--- src/rtl/conv1_kload_ctrl.sv ---
// rtl/conv1_kload_ctrl.sv - conv1 kernel ROM sequencer streaming weight pairs; CONV1_KLOAD_SUM_EN adds kernel_sum
module conv1_kload_ctrl #(
   parameter int DATA_W     = 16,
   parameter int ADDR_W     = 6,
   parameter int KERNEL_LEN = 25,
   parameter int SLOT_SHIFT = 5,
   parameter int SEL_W      = 1
) (
   input  logic              clock,
   input  logic              reset_n,
   input  logic              start,
   input  logic [SEL_W-1:0]  kernel_sel,
   output logic              busy,
   output logic              done,
   output logic [ADDR_W-1:0] address_a,
   output logic [ADDR_W-1:0] address_b,
   input  logic [DATA_W-1:0] q_a,
   input  logic [DATA_W-1:0] q_b,
   output logic [DATA_W-1:0] w_a,
   output logic [DATA_W-1:0] w_b,
   output logic              w_b_en,
   output logic [3:0]        w_idx,
   output logic              w_valid,
   input  logic              w_ready
`ifdef CONV1_KLOAD_SUM_EN
   ,
   output logic signed [DATA_W+4:0] kernel_sum
`endif
);

   localparam int NPAIRS = (KERNEL_LEN + 1) / 2;
   localparam logic [3:0] LAST_IDX = 4'(NPAIRS - 1);

   typedef enum logic [1:0] {IDLE, FETCH, DRAIN} state_t;

   state_t            state;
   logic [ADDR_W-1:0] base, hold_a, hold_b, issue_a, issue_b;
   logic [3:0]        n;
   logic [1:0]        c;
   logic              infl_v, infl_b_en;
   logic [3:0]        infl_idx;
   logic [DATA_W-1:0] fa [2];
   logic [DATA_W-1:0] fb [2];
   logic              fb_en [2];
   logic [3:0]        fidx [2];
   logic              wp, rp;
   logic [1:0]        cnt;
   logic              pop, issue, b_en_now;
   logic [4:0]        two_n;

   assign pop      = (cnt != 2'd0) && w_ready;
   // c counts in-flight plus buffered pairs; a pop this cycle frees a slot immediately
   assign issue    = (state == FETCH) && (({1'b0, c} - {2'b00, pop}) < 3'd2);
   assign two_n    = {n, 1'b0};
   assign b_en_now = (int'(two_n) + 1) < KERNEL_LEN;
   assign issue_a  = base + ADDR_W'(two_n);
   assign issue_b  = b_en_now ? base + ADDR_W'(two_n) + ADDR_W'(1)
                              : base + ADDR_W'(KERNEL_LEN - 1);

   assign address_a = issue ? issue_a : hold_a;
   assign address_b = issue ? issue_b : hold_b;

   assign w_valid = (cnt != 2'd0);
   assign w_a     = fa[rp];
   assign w_b     = fb[rp];
   assign w_b_en  = fb_en[rp];
   assign w_idx   = fidx[rp];

   always_ff @(posedge clock or negedge reset_n) begin
      if (!reset_n) begin
         state     <= IDLE;
         base      <= '0;
         hold_a    <= '0;
         hold_b    <= '0;
         n         <= '0;
         c         <= '0;
         infl_v    <= 1'b0;
         infl_b_en <= 1'b0;
         infl_idx  <= '0;
         wp        <= 1'b0;
         rp        <= 1'b0;
         cnt       <= '0;
         busy      <= 1'b0;
         done      <= 1'b0;
         for (int i = 0; i < 2; i++) begin
            fa[i]    <= '0;
            fb[i]    <= '0;
            fb_en[i] <= 1'b0;
            fidx[i]  <= '0;
         end
`ifdef CONV1_KLOAD_SUM_EN
         kernel_sum <= '0;
`endif
      end else begin
         done   <= 1'b0;
         infl_v <= issue;
         if (issue) begin
            infl_b_en <= b_en_now;
            infl_idx  <= n;
            hold_a    <= issue_a;
            hold_b    <= issue_b;
            n         <= n + 4'd1;
         end
         c <= c + {1'b0, issue} - {1'b0, pop};

         if (infl_v) begin
            fa[wp]    <= q_a;
            fb[wp]    <= q_b;
            fb_en[wp] <= infl_b_en;
            fidx[wp]  <= infl_idx;
            wp        <= ~wp;
         end
         if (pop)
            rp <= ~rp;
         cnt <= cnt + {1'b0, infl_v} - {1'b0, pop};

`ifdef CONV1_KLOAD_SUM_EN
         if (pop)
            kernel_sum <= kernel_sum + {{5{w_a[DATA_W-1]}}, w_a}
                        + (w_b_en ? {{5{w_b[DATA_W-1]}}, w_b} : '0);
`endif

         case (state)
            IDLE: if (start) begin
               base  <= ADDR_W'(kernel_sel) << SLOT_SHIFT;
               n     <= '0;
               c     <= '0;
               busy  <= 1'b1;
               state <= FETCH;
`ifdef CONV1_KLOAD_SUM_EN
               kernel_sum <= '0;
`endif
            end
            FETCH: if (issue && n == LAST_IDX)
               state <= DRAIN;
            DRAIN: if (c == 2'd1 && pop) begin
               state  <= IDLE;
               busy   <= 1'b0;
               done   <= 1'b1;
               hold_a <= base;
               hold_b <= base;
            end
            default: state <= IDLE;
         endcase
      end
   end

endmodule

--- config.mk ---
export PLATFORM = sky130hd
export DESIGN_NAME = conv1_kload_ctrl
export DESIGN_NICKNAME = d
export VERILOG_FILES = /design/src/rtl/conv1_kload_ctrl.sv
export SDC_FILE = /design/constraint.sdc
export NUM_CORES = 1
export LEC_CHECK = 0
export CAP_MARGIN = 20
export CORE_MARGIN = 3
export CORE_UTILIZATION = 32
export CTS_CLUSTER_DIAMETER = 120
export DETAILED_ROUTE_END_ITERATION = 8
export PLACE_DENSITY_LB_ADDON = 0.2
export SYNTH_ARGS = -nofsm -noshare
export SYNTH_HDL_FRONTEND = slang
export SYNTH_SLANG_ARGS = --single-unit
export TNS_END_PERCENT = 50
--- constraint.sdc ---
create_clock -name clock -period 2.45 [get_ports clock]
set_input_delay 0.245 -clock clock [delete_from_list [all_inputs] [get_ports clock]]
set_output_delay 0.245 -clock clock [all_outputs]
set_load 0.05 [all_outputs]
==> metrics <==
final setup skew=0.003257 ns; Worst-Margin Slew=0.5435 ns; clk slew on worst S/H paths=0.07 ns; Area contributors post-synth=dfrtp_1 (56%), mux2_2 (27%), ha_1 (1.6%); CORE AREA=0.01459 sq mm; Starting Density=0.3281; fin crit period=2.331 ns; Avg Cell Area, Syn=13.68 sq um; PortBufs=88; Post-synth EDFFs=0; Peak Freq=429.0 MHz; clock latency on the worst-skew pair=0.34 ns; die width=128.3 microns; initial antenna violation count=0; setup bufs post-CTS=0; GRT overflow=0; DR WL/cell=15.89 microns; Antenna Nets Post-Route=0; syn_nets=393; Multi-input gate area=0.001991 sq mm; Final Wtd Congestion=0.7899; crit path launch type=flop; Cell variety after synth=38; arrival time at the worst endpoint=2.09 ns; area share of the largest cell type after synthesis=0.5593; Max Slew Vio Count=0; Seq. cell area=0.002679 sq mm; Util after Layout=0.4304; H-tree depth=3; async set or reset register ratio after synthesis=1.000; post-layout net count=491; critical path type=flop to output pin; largest area contributor in the netlist=dfrtp_1; DRC viols=0; cts bufs inserted=9; CTS resizes=0; TritonCTS Sinks=107; most common cell in the synthesized netlist=mux2_2; register area share after synthesis=0.5593; WP data required=2.20 ns; num rows=44; FF-to-FF End=c[1]$_DFF_PN0_; CTS Root Cell=clkbuf_16; GRT met1 Usage=0.1762; final hold vios=0; hpwl dp=6882 microns; antenna fix cells=0; status=complete, no violations; maximum fanout along the worst path=16; drt total wl=10,120 microns; MaxCap Viol Count=0; post-synthesis instance total=350; Mapped Area=0.004787 sq mm; drt pass-1 iters=4; largest net degree at the start of global routing=54; Synth Flop Type=dfrtp_1; # fillers=1,341; via count=3,032; R2R Setup Slk=0.42 ns; Worst slew margin=0.6364; setup TNS=0 ns; Setup violations, final=0; vias in the first global route=3,330; Yosys reg bits=107; Yosys warning total=0; IO Pins=89; worst hold path class=primary input to async pin; r2r startpoint=c[1]$_DFF_PN0_; GRT met3 Usage=0.04542; Longest Clk Path Bufs=2; fraction of layout cells with a size suffix above 1=0.4658; Layout area overhead=31.16%; Final period util=0.9515; Via density=4.760; Die H=128.3 microns; DR iter-0 viols=87; Worst Reg-to-Reg Cells=9; global-route wire length before repair=17,200 microns; DIE AREA=0.01646 sq mm; GRT busiest layer=met2; Overall Global Routing Usage=0.1331; Post-synth top cells=mux2_2 (115), dfrtp_1 (107), nand2_1 (20); Critical Path End Type=output pin; unrepaired setup endpoints after global routing=false; met2 usage=0.2075; CTS tree=yes
## logic make-up (layout without fill, tap and decap cells)
logic type	after synthesis	count (layout)	synth area share
DFF	107	107	0.5593
AOI/OAI and AO/OA	29	29	0.03738
xor gates and xnor gates	6	6	0.01098
adders and majority gates	6	6	0.01568
buffers and inverters	25	128	0.02692
muxes	117	117	0.2747
and+or+nand+nor	60	60	0.07501
## per-layer routing
layer / vias to the layer above / share of wire
met1: 1515 / 0.46
met2: 68 / 0.47
met5: - / 0
met3: 11 / 0.054
li1: 1438 / -
met4: 0 / 0.013
## worst max-delay path: stages, from the launching register on
cell and delay (ns):
dfrtp_1 0.41, nand2b_4 0.18, or4b_4 0.66, a21oi_2 0.23, nor2_1 0.10, buf_12 0.16
## how the worst max path moves through the flow
stage                         start             end  slack [ns]
5_1_grt        state[1]$_DFFE_PN0P_    address_b[0]        0.01
4_1_cts        state[1]$_DFFE_PN0P_    address_b[0]        0.09
3_5_place_dp                w_ready  c[1]$_DFF_PN0_        0.21
6_report       state[1]$_DFFE_PN0P_    address_b[0]        0.12
3_3_place_gp                w_ready    address_b[0]        0.24
2_1_floorplan  state[1]$_DFFE_PN0P_    address_b[0]        0.39
## repair_timing
item                                    4_1_cts  5_1_grt
hold endpoints to repair                     29        0
endpoints found under the setup margin        0        0
hold buffers                                  1        0
## metrics by stage
step                      setup WS, ns  hold slack, ns  std cells  cell area [sq um]
after global placement          0.2413          0.2159        620               5973
after global routing           0.01365          0.4117        637               6279
after detailed placement        0.2128          0.2287        620               5973
final                           0.1188          0.3854        637               6279
after CTS                      0.09229          0.3830        637               6279
after floorplan                 0.3937        -0.05059        350               4787
## final cells by class
| class | instances | area share |
|---|---|---|
| Sequential cell | 107 | 0.4267 |
| Multi-Input combinational cell | 218 | 0.3171 |
| Timing Repair Buffer | 104 | 0.1678 |
| Clock buffer | 11 | 0.03866 |
| Tap cell | 184 | 0.03667 |
| Clock inverter | 5 | 0.008370 |
| Inverter | 8 | 0.004783 |
## state kept, by name, indices dropped and copies added, names as in the netlist, 2 cells and up
signal and flops:
hold_a 6, fb_en 2, fidx 8, fa 32
c 2, infl_idx 4, n 4, hold_b 6
cnt 2, state 2, fb 32
## cell usage in the layout (no fill, tap or decap), types with 3 or more instances in the layout
cell             netlist  routed
xnor2_1                4       4
nand3_1               11      11
nand2_1               20      19
dfrtp_1              107     106
o21ai_0                9       9
clkbuf_16              0       9
buf_12                 0      14
clkdlybuf4s50_1        0      38
clkinv_2               0       3
a21oi_1               10      10
o211ai_1               3       3
buf_4                  2      51
nor3_1                 5       5
ha_1                   6       6
mux2_2               115     115
o21a_1                 3       3
nand3_2                4       4
inv_1                  8       8
nor2_1                 5       5
Power is not shown: default switching activity piles up to over one toggle a cycle in this logic, so the estimate is an artifact.
